===== src/rtl/controladora_entradas.sv =====
// -----------------------------------------------------------------------------
// controladora_entradas
//
// Input front-end for the lighting controller FSM. It turns a bouncy raw
// push-button, a raw presence sensor and the controller's own `enable` output
// into the controller's command inputs.
//
// Ports:
//   clk       in   clock, every flop on the rising edge
//   rst       in   asynchronous active-high reset
//   btn_i     in   raw push-button, active-high, bouncy
//   sensor_i  in   raw presence sensor, active-high
//   enable    in   from the controller; arms the inactivity timer
//   a         out  one-cycle pulse: long press (mode toggle)
//   b         out  one-cycle pulse: short press (manual toggle)
//   c         out  one-cycle pulse: inactivity timeout
//   d         out  registered presence level
//
// Build option:
//   CONTROLADORA_ENTRADAS_SYNC_EN  when defined, btn_i and sensor_i each pass
//   through a 2-flop synchronizer ahead of the sampling register, making the
//   input-to-sample latency 3 cycles instead of 1. Everything downstream of
//   the sampling register is identical in both builds.
// -----------------------------------------------------------------------------
module controladora_entradas #(
    parameter int DEBOUNCE_CYC = 16,
    parameter int LONG_CYC     = 1000,
    parameter int TIMEOUT_CYC  = 5000
) (
    input  logic clk,
    input  logic rst,
    input  logic btn_i,
    input  logic sensor_i,
    input  logic enable,
    output logic a,
    output logic b,
    output logic c,
    output logic d
);

    localparam int DB_W   = $clog2(DEBOUNCE_CYC + 1);
    localparam int HOLD_W = $clog2(LONG_CYC + 1);
    localparam int TO_W   = $clog2(TIMEOUT_CYC + 1);

    localparam logic [DB_W-1:0]   DB_LAST   = DB_W'(DEBOUNCE_CYC - 1);
    localparam logic [HOLD_W-1:0] HOLD_LAST = HOLD_W'(LONG_CYC - 1);
    localparam logic [TO_W-1:0]   TO_LAST   = TO_W'(TIMEOUT_CYC - 1);

    typedef enum logic [1:0] {
        IDLE      = 2'b00,
        PRESSED   = 2'b01,
        LONG_HELD = 2'b10
    } press_state_t;

    logic               btn_pre_s;
    logic               sensor_pre_s;
    logic               btn_s;
    logic               sensor_s;
    logic               btn_db_r;
    logic [DB_W-1:0]    db_cnt_r;
    logic [HOLD_W-1:0]  hold_cnt_r;
    logic [TO_W-1:0]    to_cnt_r;
    press_state_t       state_r;

`ifdef CONTROLADORA_ENTRADAS_SYNC_EN
    logic [1:0] btn_sync_r;
    logic [1:0] sensor_sync_r;

    // Two-flop synchronizers for the asynchronous board inputs
    always_ff @(posedge clk or posedge rst) begin
        if (rst) begin
            btn_sync_r    <= 2'b00;
            sensor_sync_r <= 2'b00;
        end else begin
            btn_sync_r    <= {btn_sync_r[0], btn_i};
            sensor_sync_r <= {sensor_sync_r[0], sensor_i};
        end
    end

    assign btn_pre_s    = btn_sync_r[1];
    assign sensor_pre_s = sensor_sync_r[1];
`else
    assign btn_pre_s    = btn_i;
    assign sensor_pre_s = sensor_i;
`endif

    // Sampling register: the single point every downstream count refers to
    always_ff @(posedge clk or posedge rst) begin
        if (rst) begin
            btn_s    <= 1'b0;
            sensor_s <= 1'b0;
        end else begin
            btn_s    <= btn_pre_s;
            sensor_s <= sensor_pre_s;
        end
    end

    // Debounce: the level must disagree for DEBOUNCE_CYC consecutive cycles
    // before it is accepted; any agreement restarts the count.
    always_ff @(posedge clk or posedge rst) begin
        if (rst) begin
            btn_db_r <= 1'b0;
            db_cnt_r <= {DB_W{1'b0}};
        end else if (btn_s != btn_db_r) begin
            if (db_cnt_r == DB_LAST) begin
                btn_db_r <= btn_s;
                db_cnt_r <= {DB_W{1'b0}};
            end else begin
                db_cnt_r <= db_cnt_r + DB_W'(1);
            end
        end else begin
            db_cnt_r <= {DB_W{1'b0}};
        end
    end

    // Press classifier: each press yields exactly one of a (long) or b (short)
    always_ff @(posedge clk or posedge rst) begin
        if (rst) begin
            state_r    <= IDLE;
            hold_cnt_r <= {HOLD_W{1'b0}};
            a          <= 1'b0;
            b          <= 1'b0;
        end else begin
            a <= 1'b0;
            b <= 1'b0;
            case (state_r)
                IDLE: begin
                    if (btn_db_r) begin
                        state_r    <= PRESSED;
                        hold_cnt_r <= {HOLD_W{1'b0}};
                    end else begin
                        state_r <= IDLE;
                    end
                end
                PRESSED: begin
                    if (!btn_db_r) begin
                        state_r <= IDLE;
                        b       <= 1'b1;
                    end else if (hold_cnt_r == HOLD_LAST) begin
                        // The long pulse is issued once on entry; LONG_HELD
                        // then just waits for release.
                        state_r <= LONG_HELD;
                        a       <= 1'b1;
                    end else begin
                        hold_cnt_r <= hold_cnt_r + HOLD_W'(1);
                    end
                end
                LONG_HELD: begin
                    if (!btn_db_r) begin
                        state_r <= IDLE;
                    end else begin
                        state_r <= LONG_HELD;
                    end
                end
                default: begin
                    state_r    <= IDLE;
                    hold_cnt_r <= {HOLD_W{1'b0}};
                end
            endcase
        end
    end

    // Presence level straight from the sampled sensor; it is level-stable
    always_ff @(posedge clk or posedge rst) begin
        if (rst) begin
            d <= 1'b0;
        end else begin
            d <= sensor_s;
        end
    end

    // Inactivity timer: presence or a disarmed controller takes priority over
    // expiry, so neither can coincide with a c pulse.
    always_ff @(posedge clk or posedge rst) begin
        if (rst) begin
            to_cnt_r <= {TO_W{1'b0}};
            c        <= 1'b0;
        end else begin
            c <= 1'b0;
            if (!enable || sensor_s) begin
                to_cnt_r <= {TO_W{1'b0}};
            end else if (to_cnt_r == TO_LAST) begin
                to_cnt_r <= {TO_W{1'b0}};
                c        <= 1'b1;
            end else begin
                to_cnt_r <= to_cnt_r + TO_W'(1);
            end
        end
    end

endmodule


===== config.mk =====
export PLATFORM = sky130hd
export DESIGN_NAME = controladora_entradas
export DESIGN_NICKNAME = d
export VERILOG_FILES = /design/src/rtl/controladora_entradas.sv
export SDC_FILE = /design/constraint.sdc
export NUM_CORES = 1
export LEC_CHECK = 0
export BUFFER_PORTS_ARGS = -buffer_cell sky130_fd_sc_hd__buf_2
export CORE_MARGIN = 10
export CORE_UTILIZATION = 40
export CTS_CLUSTER_DIAMETER = 30
export DETAILED_ROUTE_END_ITERATION = 10
export GPL_TIMING_DRIVEN = 0
export PLACE_DENSITY_LB_ADDON = 0.25
export SLEW_MARGIN = 20
export SYNTH_ARGS = -nofsm -noshare
export SYNTH_HDL_FRONTEND = slang
export SYNTH_SLANG_ARGS = --single-unit

===== constraint.sdc =====
create_clock -name clk -period 4.75 [get_ports clk]
set_input_delay 0.2375 -clock clk [delete_from_list [all_inputs] [get_ports clk]]
set_output_delay 0.2375 -clock clk [all_outputs]
set_load 0.05 [all_outputs]

* After elaboration in Yosys (flattened, before gate mapping) *
Cells that the tools add are included.

cells by class
  add/subtract/negate cells = 3
  equality and inequality tests = 10
  mux-type cells = 20
  bitwise operators = 1
  reduce and logical (&&, ||, !) cells = 5

operators by type and width
  cell                                           number
  two-way mux 10 bit                             3
  case mux 10 bit (3 select lines)               1
  two-way mux 13 bit                             2
  adder 13 x 1 -> 13 bit, second input constant  1
  == test 13 bit, second input constant          1
  adder 10 x 1 -> 10 bit, second input constant  1
  == test 10 bit, second input constant          1
  two-way mux 5 bit                              2
  two-way mux 1 bit                              8
  two-way mux 2 bit                              3
  != test 2 bit, second input constant           3
  case mux 2 bit (3 select lines)                1
  adder 5 x 1 -> 5 bit, second input constant    1
  == test 5 x 4 -> 1 bit, second input constant  1
  AND reduction 4 bit                            1
  != test 3 bit, second input constant           1
  == test 2 x 1 -> 1 bit, second input constant  1
  == test 2 bit, second input constant           1
  logical NOT 2 bit                              1
  AND reduction 2 bit                            1
  logical NOT 1 bit                              1
  logical OR 1 bit                               1
  != test 1 bit                                  1
  NOT 1 bit                                      1

word-level totals
  register bits after elaboration = 37
  bits of input ports = 5
  output and inout bits = 4
  word-level logic and storage cells = 50

* Depth between registers and ports, before layout *
  depth in word-level cells = 4
  gate-level depth with buffers = 7
  gate-level depth less buffers = 6

* Worst setup path before layout *
OpenSTA, ideal clock, no wires.

  kind = register -> register
  start = register to_cnt_r[10]
  end = register to_cnt_r[10]
  setup time = 119 ps
  arrival = 1,661 ps
  data required time = 4,631 ps
  path slack = 2,970 ps
  cell stages (with the launch flop) = 6
  buffers on the path = 1
  period minus slack after synthesis = 1,780 ps
  cells stage by stage = dfrtp_1 or4b_1 or4_1 nand2b_1 buf_4 nor2_1

on the way
  cells in the longest elaborated chain, start to end = 3
  elaborated cells on any way between the ends = 4
  those cells by class = add/sub: 1; eq/ne: 1; mux: 2

ends and longest elaborated chain
  element                                                   RTL line  text
  from (decl)                                               62        logic [TO_W-1:0] to_cnt_r;
  from (signal assigned)                                    176       to_cnt_r <= {TO_W{1'b0}};
  from (signal assigned)                                    181       to_cnt_r <= {TO_W{1'b0}};
  from (signal assigned)                                    183       to_cnt_r <= {TO_W{1'b0}};
  adder 13 x 1 -> 13 bit or == test 13 bit (tied branches)  186, 182
  two-way mux 13 bit *                                      182       end else if (to_cnt_r == TO_LAST) begin
  two-way mux 13 bit *                                      180       if (!enable || sensor_s) begin

Mark *: on every way between the ends. The rest lies on a longest branch, timed or not.
A chain may end at the register's enable or synchronous reset.

* Worst setup path in the final report *
  start = register state_r[1]
  end = register hold_cnt_r[5]

on the way
  cells in the longest elaborated chain, start to end = 3
  elaborated cells on any way between the ends = 9
  those cells by class = eq/ne: 5; mux: 1; bitwise: 1; reduce/logical: 2

ends and longest elaborated chain
  element                                               RTL line  text
  from (decl)                                           63        press_state_t state_r;
  from (signal assigned)                                119       state_r <= IDLE;
  from (signal assigned)                                129       state_r <= PRESSED;
  from (signal assigned)                                132       state_r <= IDLE;
  == test 2 x 1 -> 1 bit (tied with other cells)        126       case (state_r)
  != test 2 bit (no line) or NOT 1 bit (tied branches)  --
  AND reduction 4 bit (no line)                         --
  to (signal assigned)                                  120       hold_cnt_r <= {HOLD_W{1'b0}};
  to (signal assigned)                                  130       hold_cnt_r <= {HOLD_W{1'b0}};
  to (signal assigned)                                  145       hold_cnt_r <= hold_cnt_r + HOLD_W'(1);
  to (decl)                                             61        logic [HOLD_W-1:0] hold_cnt_r;

Several ways; a longest one is shown, not always the timed one.

==> metrics <==
Gate power share 3.0%; drt wl/cell 13.29 µm; Clock Power Share 41.3%; vias in the first global route 1261; final RePlAce weighted congestion 0.8503; startpoint types register; die height 86.37 µm; filler instances 417; post-synth cell types 37; hold-fix buffer count after cts 0; CP Capture Type register; Inserted Clock Buffers 5; GRT met3 Usage 3.189%; CP Class reg2reg; CTS tree yes; Post-layout nets 199; CTS Sinks 37; CP max FO 5; Synth Net Count 184; register bit total from synthesis 37; static leakage 0.8627 nW; Slew headroom 45.79%; Pre-antenna DRT Iters 4; Vias per Instance 5.404; peak supply drop 0.1136 mV; Slew @ Worst Pin 0.8027 ns; Site Rows 24; ys async rst share 100.0%; Net Sw Frac 21.26%; max cap viols 0; # IOs 9; worst skew pair latency 0.29 ns; synth cell count leaders dfrtp_1 (37), nor2_1 (23), nand2_1 (13), a31oi_1 (12), nand3_1 (12); internal power 0.4553 mW; antenna violations before repair 0; number of setup buffers added after CTS 0; prevailing post-synth register cell dfrtp_1; Power Density 293.8 mW/mm²; final hold violation count 0; Gate Count Post-Synth 172; Tightest Hold Check Type in2reg; WL final 3190 µm; DP HPWL 2242 µm; largest area contributor in the netlist dfrtp_1; share of the synthesized area in the top cell type 52.56%; YS warnings 0; most common cell in the synthesized netlist dfrtp_1; WP data required 4.93 ns; number of nets still failing antenna checks after routing 0; period utilization 42.58%; grt ovf 0; die span in x 86.37 µm; Post-synth EDFFs 0; largest net degree at the start of global routing 38; Final setup viols 0; final setup TNS 0 ns; r2r worst-path depth 6; Final min period 2.023 ns; Via Count 1297; mapped cell area 0.001762 mm²; global-route wire length before repair 5706 µm; Flop pwr share 55.7%; Ant. Diodes 0; CTS-repair resized insts 0; post-synthesis sequential area ratio 52.56%; DRC viols 0; maximum clock frequency 494.4 MHz; top cells by area, synth dfrtp_1 (53%), ha_1 (5.0%), nor2_1 (4.9%), xnor2_1 (4.5%), a31oi_1 (4.3%); Core Area 0.004324 mm²; Initial Util 40.74%; Reg-to-Reg End hold_cnt_r[5]; H-tree levels 2; r2r startpoint state_r[1]; Finished Core Util 45.52%; Reg clk slew, reported paths 0.07 ns; Hold Startpoint btn_i; Layout area overhead 11.72%; Mean Syn Cell Area 10.24 µm²; P_sw 0.1229 mW; GRT met2 Usage 15.50%; critical path arrival 2.21 ns; FF-to-FF setup slack 2.73 ns; RSZ-0062 raised after global routing false; final clock skew 0.005748 ns; ratio of cells with drive above 1 in the final layout 12.23%; Max Slew Vio Count 0; busiest layer in global routing met2; root buffer cell clkbuf_8; met1 Track Usage GR 10.72%; worst hold path depth 1; GRT Total Usage 9.493%; DRT iter0 DRCs 53; DIE AREA 0.007459 mm²; Port Buffers 8; outcome finished, final reports clean; clk buf depth 2; sink of the worst hold path btn_s
==> metal layers <==
metal	up-vias	part of all wire [%]
met4	0	2.3
met2	31	49
met3	8	4.1
met1	620	45
li1	638	-
met5	-	0
==> through the flow <==
step	setup slack, ns	total power [mW]	area, µm²	std cells	hold slack, ns
3_5_place_dp	2.747	0.3462	1867	232	0.3469
4_1_cts	2.733	0.5885	1968	240	0.03933
2_1_floorplan	2.970	0.3403	1762	172	0.2689
6_report	2.727	0.5783	1968	240	0.05181
5_1_grt	2.571	0.6054	1968	240	0.04091
3_3_place_gp	2.824	0.3449	1867	232	0.3471
==> power groups by stage <==
stage               logic [mW]  registers, mW  clock network [mW]
finish                  0.0176          0.322               0.239
detailed placement      0.0185          0.328                   0
floorplan               0.0114          0.329                   0
global route            0.0213          0.322               0.262
CTS                     0.0186          0.322               0.248
global placement        0.0174          0.328                   0
==> area by class of cell <==
cell class / instances / area (µm²) / area share (%)
clock inverters: 1 / 5.005 / 0.2543
well taps: 52 / 65.06 / 3.306
clock buffers: 7 / 96.34 / 4.895
multi-input cells: 123 / 778.2 / 39.54
inverters: 7 / 26.28 / 1.335
plain buffers: 5 / 31.28 / 1.589
repair buffers: 8 / 40.04 / 2.034
flip-flops and latches: 37 / 925.9 / 47.04
==> logic make-up (layout without fill, tap and decap cells) <==
logic type / count (synthesis) / after routing / share of synthesized area, %
flops: 37 / 37 / 52.56
xor+xnor: 14 / 14 / 6.960
buf+inv: 12 / 28 / 3.267
mux: 2 / 2 / 1.207
simple gates: 75 / 75 / 21.31
fa+ha+maj: 7 / 7 / 4.971
compound gates: 25 / 25 / 9.730
==> sequential cells by signal, summed over array words and instances, names as in the netlist <==
register,count
sensor_s,1
b,1
hold_cnt_r,10
state_r,2
a,1
btn_db_r,1
to_cnt_r,13
c,1
db_cnt_r,5
btn_s,1
d,1
==> placed cells by master, fill, tap and decap left out, types with 3 or more instances in the layout <==
master and count:
dfrtp_1 37, nor2_1 23, nand2_1 13, nand3_1 12, a31oi_1 12, buf_2 9
xnor2_1 9, ha_1 7, clkbuf_8 7, inv_1 6, xor2_1 5, o21ai_0 5
nor3_1 5, and3_1 4, nand2b_1 3
==> how the worst max path moves through the flow <==
stage | start | to | slack, ns | cells past startpoint
after floorplan | to_cnt_r[10] | to_cnt_r[10] | 2.97 | 5
after global placement | hold_cnt_r[4] | hold_cnt_r[5] | 2.82 | 4
after detailed placement | state_r[1] | hold_cnt_r[5] | 2.75 | 6
after CTS | state_r[1] | hold_cnt_r[5] | 2.73 | 6
after global routing | state_r[0] | hold_cnt_r[8] | 2.57 | 7
final | state_r[1] | hold_cnt_r[5] | 2.73 | 6
==> worst max-delay path, cell delays in order (launching register included) <==
cell and delay [ns]:
dfrtp_1 0.43, inv_1 0.10, ha_1 0.17, inv_1 0.10, o41ai_1 0.78, o21ai_0 0.24, o41ai_1 0.10
No activity file was read; power rests on OpenSTA's default activity.
